==> src/rtl/inv_shift_mix.sv <==
// InvShiftRows followed by an optional InvMixColumns on a 128-bit AES state.
// Two-stage valid/ready pipeline with one state per cycle at full throughput.
module inv_shift_mix (
   input  logic         clk,
   input  logic         rst_n,
   input  logic         in_valid,
   output logic         in_ready,
   input  logic [127:0] in_data,
   input  logic         in_skip_mix,
   output logic         out_valid,
   input  logic         out_ready,
   output logic [127:0] out_data,
   output logic         busy
);

   function automatic logic [7:0] xtime(input logic [7:0] a);
      return {a[6:0], 1'b0} ^ (a[7] ? 8'h1b : 8'h00);
   endfunction

   function automatic logic [7:0] mul_9(input logic [7:0] a);
      return xtime(xtime(xtime(a))) ^ a;
   endfunction

   function automatic logic [7:0] mul_b(input logic [7:0] a);
      return xtime(xtime(xtime(a))) ^ xtime(a) ^ a;
   endfunction

   function automatic logic [7:0] mul_d(input logic [7:0] a);
      return xtime(xtime(xtime(a))) ^ xtime(xtime(a)) ^ a;
   endfunction

   function automatic logic [7:0] mul_e(input logic [7:0] a);
      return xtime(xtime(xtime(a))) ^ xtime(xtime(a)) ^ xtime(a);
   endfunction

   logic [127:0] shifted;
   logic [127:0] mixed;
   logic [127:0] s1_data_reg;
   logic         s1_skip_reg;
   logic         s1_valid_reg;
   logic [127:0] s2_data_reg;
   logic [127:0] s2_data_next;
   logic         s2_valid_reg;
   logic         s1_adv;
   logic         s2_adv;

   genvar gi;

   // Output byte (r,c) takes input byte (r,(c-r) mod 4); pure wiring.
   generate
      for (gi = 0; gi < 16; gi++) begin : g_shift
         localparam int R   = gi % 4;
         localparam int C   = gi / 4;
         localparam int SRC = R + 4 * ((C - R + 4) % 4);
         assign shifted[127-8*gi -: 8] = in_data[127-8*SRC -: 8];
      end
   endgenerate

   generate
      for (gi = 0; gi < 4; gi++) begin : g_mix
         logic [7:0] a0, a1, a2, a3;
         assign a0 = s1_data_reg[127-32*gi -: 8];
         assign a1 = s1_data_reg[119-32*gi -: 8];
         assign a2 = s1_data_reg[111-32*gi -: 8];
         assign a3 = s1_data_reg[103-32*gi -: 8];
         assign mixed[127-32*gi -: 32] = {
            mul_e(a0) ^ mul_b(a1) ^ mul_d(a2) ^ mul_9(a3),
            mul_9(a0) ^ mul_e(a1) ^ mul_b(a2) ^ mul_d(a3),
            mul_d(a0) ^ mul_9(a1) ^ mul_e(a2) ^ mul_b(a3),
            mul_b(a0) ^ mul_d(a1) ^ mul_9(a2) ^ mul_e(a3)};
      end
   endgenerate

   assign s2_data_next = s1_skip_reg ? s1_data_reg : mixed;

   assign s2_adv   = !s2_valid_reg || out_ready;
   assign s1_adv   = !s1_valid_reg || s2_adv;
   assign in_ready = s1_adv;

   always_ff @(posedge clk or negedge rst_n) begin
      if (!rst_n) begin
         s1_data_reg  <= '0;
         s1_skip_reg  <= 1'b0;
         s1_valid_reg <= 1'b0;
      end else if (s1_adv) begin
         s1_data_reg  <= shifted;
         s1_skip_reg  <= in_skip_mix;
         s1_valid_reg <= in_valid;
      end
   end

   always_ff @(posedge clk or negedge rst_n) begin
      if (!rst_n) begin
         s2_data_reg  <= '0;
         s2_valid_reg <= 1'b0;
      end else if (s2_adv) begin
         s2_data_reg  <= s2_data_next;
         s2_valid_reg <= s1_valid_reg;
      end
   end

   assign out_valid = s2_valid_reg;
   assign out_data  = s2_data_reg;
   assign busy      = s1_valid_reg | s2_valid_reg;

endmodule

==> config.mk <==
export PLATFORM = sky130hd
export DESIGN_NAME = inv_shift_mix
export DESIGN_NICKNAME = d
export VERILOG_FILES = /design/src/rtl/inv_shift_mix.sv
export SDC_FILE = /design/constraint.sdc
export NUM_CORES = 1
export LEC_CHECK = 0
export BUFFER_PORTS_ARGS = -buffer_cell sky130_fd_sc_hd__buf_2
export CAP_MARGIN = 20
export CORE_ASPECT_RATIO = 1.1
export CORE_MARGIN = 5
export CORE_UTILIZATION = 54
export DETAILED_ROUTE_END_ITERATION = 8
export PLACE_DENSITY = 0.82
export SETUP_SLACK_MARGIN = 0.2
export SYNTH_ARGS = -nofsm -noshare
export SYNTH_HDL_FRONTEND = slang
export SYNTH_SLANG_ARGS = --single-unit
==> constraint.sdc <==
create_clock -name clk -period 2.5 [get_ports clk]
set_input_delay 0.25 -clock clk [delete_from_list [all_inputs] [get_ports clk]]
set_output_delay 0.25 -clock clk [all_outputs]
set_load 0.02 [all_outputs]
Yosys cells after proc, flatten, opt, wreduce, memory -nomap -nowiden
Cells that the tools add are included.

operators by class
  bitwise operators = 193
  reductions and logical operators = 4
  multiplexer cells = 49

operator list
  cell                count
  $xor A8 B8 Y8       160
  $xor A8 B5 Y8       32
  $mux W5             48
  $mux W128           1
  $logic_not A1 Y1    2
  $logic_or A1 B1 Y1  2
  $or A1 B1 Y1        1

storage, ports and cells
  input bits = 133
  flip-flop bits (word level) = 259
  output and inout port bits = 131
  word-level logic and storage cells = 251

Longest topological paths before layout
  depth in word-level cells = 12
  depth in mapped cells = 7
  gate-level depth less buffers = 6

Worst setup path before layout
OpenSTA, ideal clock, no wires.

  kind = register to register
  start = reg s1_data_reg[93]
  end = reg s2_data_reg[75], in the netlist out_data[75]
  cell stages (with the launch flop) = 8
  arrival time = 2226 ps
  slack = 209 ps
  buffers on the path = 1
  library setup time = 65 ps
  period minus slack after synthesis = 2291 ps
  cells stage by stage = dfrtp_1 buf_6 xnor3_2 xor3_2 xnor2_2 xor3_1 o211ai_1 o21a_1

between the ends
  longest elaborated chain between the ends = 10

ends and longest elaborated chain
  element                      RTL line  text
  start: declaration           38        logic [127:0] s1_data_reg;
  start signal: assignment     86        s1_data_reg <= shifted;
  $xor A8 B5 Y8 (2 in series)  17        return {a[6:0], 1'b0} ^ (a[7] ? 8'h1b : 8'h00);
  $mux W5                      17
  $xor A8 B8 Y8                17
  $xor A8 B8 Y8 (2 in series)  29        return xtime(xtime(xtime(a))) ^ xtime(xtime(a)) ^ a;
  $xor A8 B8 Y8 (3 in series)  69        mul_d(a0) ^ mul_9(a1) ^ mul_e(a2) ^ mul_b(a3),
  $mux W128                    74        assign s2_data_next = s1_skip_reg ? s1_data_reg : mixed;
  end signal: assignment       97        s2_data_reg <= s2_data_next;
  end: declaration             41        logic [127:0] s2_data_reg;

No other way between the ends.
A chain may end at the register's enable or synchronous reset.

Worst setup path in the final report
Ends and elaborated chain as after synthesis.

==> flow_metrics.py <==
metrics = {
    "timing": {
        "finalHoldViolCount": 0,
        "period_needed_ps": 2290,
        "skew_ps": 18.8,
        "finalMaxSlewViolations": 0,
        "setup-tns-final_ps": 0,
        "setup_viol": 0,
        "slew_headroom": 0.399,
        "period_share": 0.917,
        "rsz0062_at_grt": "yes",
        "max_freq_mhz": 436,
        "tightest_slew_ps": 901,
    },
    "yosys": {
        "synth_top_area_cell": "dfrtp_1",
        "syn_nets": 1839,
        "synthArstFlopShare": 1.00,
        "synth_fa_ha_area_frac": 0,
        "synth_common_cells": "xnor2_1, dfrtp_1, xor2_1",
        "synthXorXnorAreaFrac": 0.425,
        "post-synth-top-area-fraction": 0.336,
        "yosysUniqueCellTypes": 29,
        "synth_ff_type": "dfrtp_1",
        "synthSimpleGateAreaFrac": 0.0286,
        "synth.area.mux_share": 0.115,
        "syn_area_sq_um": 19300,
        "synth_area_per_cell_sq_um": 11.3,
        "synth_top_family_by_area": "XOR/XNOR gates",
        "synth-seq-cells": 259,
        "yosys_warnings": 0,
        "yosysMostFrequentCell": "xnor2_1",
        "ys_seq_area_frac": 0.336,
        "syn_inst": 1706,
        "synth_edf_count": 0,
        "synth_area_leaders": "dfrtp_1, xnor2_1, xnor3_1",
        "synth-compound-area-share": 0.0561,
    },
    "grt": {
        "grt_pass1_wl_microns": 87400,
        "grt_start_max_net_pins": 120,
        "track_usage": 0.279,
        "overflow": 0,
        "antenna_found_initial": 0,
        "first_global_vias": 15100,
    },
    "job": {
        "drv_cap": 0,
    },
    "power_and_ir_drop": {
        "leakage_nw": 10.8,
        "p_total_w": 0.0284,
        "internal-power_w": 0.0168,
        "max-vdd-ir-drop_v": 0.000760,
        "p_per_area_nw_per_um2": 1170,
        "seqPwrFrac": 0.235,
        "p_comb_frac": 0.618,
        "p_clk_frac": 0.148,
        "p_sw_frac": 0.409,
        "switching_power_w": 0.0116,
    },
    "finish": {
        "area_growth_syn_to_layout_pct": 26.1,
        "final_nets": 2252,
        "drive_gt1_frac": 0.310,
        "stdcell_count": 2619,
        "num_antenna_cells": 0,
        "fin_area_sq_um": 24300,
    },
    "routing": {
        "drtIter0Drc": 823,
        "drt-total-wl_microns": 56000,
        "via_per_inst": 5.40,
        "detail_route.wl_per_cell_microns": 21.4,
        "drc_errors": 0,
        "via_count": 14100,
        "route.antenna.remaining_nets": 0,
        "first_pass_iters": 7,
    },
    "setup_path": {
        "critical-path-top-delay-family": "XOR/XNOR gates",
        "cp.depth": 6,
        "regToRegEndpoint": "out_data[75]",
        "critPathRequiredTime_ps": 3000,
        "critical_path.max_stage_delay_ps": 480,
        "reg2reg_slack_ps": 210,
        "end_kind": "flip-flop",
        "r2r_start": "s1_data_reg[93]",
        "cp-endpoint": "out_data[75]",
        "crit_type": "reg2reg",
        "cp-start-kind": "flip-flop",
        "r2r.worst_path.cells": 6,
        "critPathArrivalTime_ps": 2790,
        "crit_chain": "xnor3_2 -> xor3_2 -> xnor2_2 -> xor3_1 -> o211ai_1 -> o21a_1",
        "critical_path.startpoint": "s1_data_reg[93]",
        "crit_fanout": 3,
        "cpMaxStageDelayCell": "xnor3_2",
        "crit_buf_inv": 0,
    },
    "die": {
        "start_util": 0.547,
        "num_rows": 72,
        "dieWidth_microns": 190,
        "die_h_microns": 208,
        "fp.coreArea_sq_um": 35200,
        "pin_count": 264,
        "dieArea_sq_um": 39600,
    },
    "place": {
        "io_buffers": 263,
        "dp_cells": 2434,
        "dpl_cell_area_sq_um": 21600,
        "gp_congestion": 0.975,
        "dp_hpwl_microns": 40000,
    },
    "hold_path": {
        "hold_class": "in2async",
    },
    "cts": {
        "cts.sinks": 259,
        "htreeDepth": 1,
        "clk_latency_ps": 570,
        "clk_pin_slew_worst_paths_ps": 60,
        "cts.path.max_buffers": 3,
        "cts_tree": "done",
        "numCtsBuffers": 29,
        "root_buffer": "clkbuf_16",
    },
    "status": {
        "status": "completed",
    },
}
## metal layers
metal	track usage	vias to the layer above	share of wire	wire [microns]
met4	0.0923	0	0.035	1950
met2	0.467	585	0.49	27400
met1	0.371	7024	0.41	22700
met5	0	-	0	0
li1	-	6411	-	-
met3	0.0448	128	0.069	3870
## timing repair
action | 4_1_cts | 5_1_grt
hold buffers | 131 | 0
setup buffers | 0 | 4
setup endpoints to repair | 20 | 48
resized for setup | 17 | 48
hold endpoints to repair | 192 | 0
pin swaps | 0 | 16
## layout by cell type, fill, tap and decap left out, types with 2 or more instances in the layout
master,netlist,layout
o21ai_0,22,21
clkinv_2,0,3
nand2b_1,5,4
xnor3_1,77,75
xnor2_4,0,5
clkbuf_8,1,7
xor2_1,153,141
and3_1,18,18
buf_2,49,262
xnor2_1,500,474
xor3_2,1,2
clkbuf_1,81,8
xor3_1,18,17
xor2_2,4,15
mux2i_1,76,76
nor2_1,77,77
mux2_2,129,129
dfrtp_2,0,17
o211ai_1,27,27
buf_4,7,140
o21a_1,33,33
xnor3_2,1,3
dfrtp_1,259,241
nand2_1,28,27
clkbuf_16,0,29
dlygate4sd3_1,0,131
a21oi_1,102,102
o21ai_1,2,3
buf_12,0,8
xnor2_2,12,33
## worst min-delay path by stage
| stage | to | slack, ps | cells past startpoint |
|---|---|---|---|
| 4_1_cts | out_data[107] | 240 | 2 |
| 2_1_floorplan | out_data[0] | -50 | 0 |
| 6_report | s1_data_reg[114] | 250 | 2 |
| 3_5_place_dp | s1_data_reg[112] | 270 | 1 |
| 5_1_grt | s1_data_reg[114] | 290 | 2 |
| 3_3_place_gp | s1_data_reg[112] | 260 | 1 |
## power by group through the flow
stage / clock network, W / registers [W] / logic, W
after floorplan: 0 / 0.00743 / 0.0114
after global placement: 0 / 0.00662 / 0.0165
after detailed placement: 0 / 0.00665 / 0.0167
after CTS: 0.00427 / 0.00662 / 0.0170
after global routing: 0.00444 / 0.00678 / 0.0186
final: 0.00419 / 0.00665 / 0.0175
## area by class of cell
| class | count | area [sq um] |
|---|---|---|
| tap | 481 | 602 |
| clock inverter | 6 | 62.6 |
| fill | 2537 | 10900 |
| clock buffer | 44 | 852 |
| multi-input combinational | 1287 | 12400 |
| timing repair buffer | 542 | 3850 |
| sequential | 259 | 6510 |
## kinds of logic after synthesis
group	count (synthesis)
xor+xnor	766
flops	259
mux	205
compound gates	186
buf+inv	160
simple gates	130
## stage by stage
stage          hold WS (ps)  setup WS [ps]   util
2_1_floorplan         -45.6            209      -
3_3_place_gp            259            114  0.615
3_5_place_dp            265           81.1  0.615
4_1_cts                 239            185  0.681
5_1_grt                 286            103  0.689
6_report                245            208  0.689
Power figures use the tool's default switching activity.
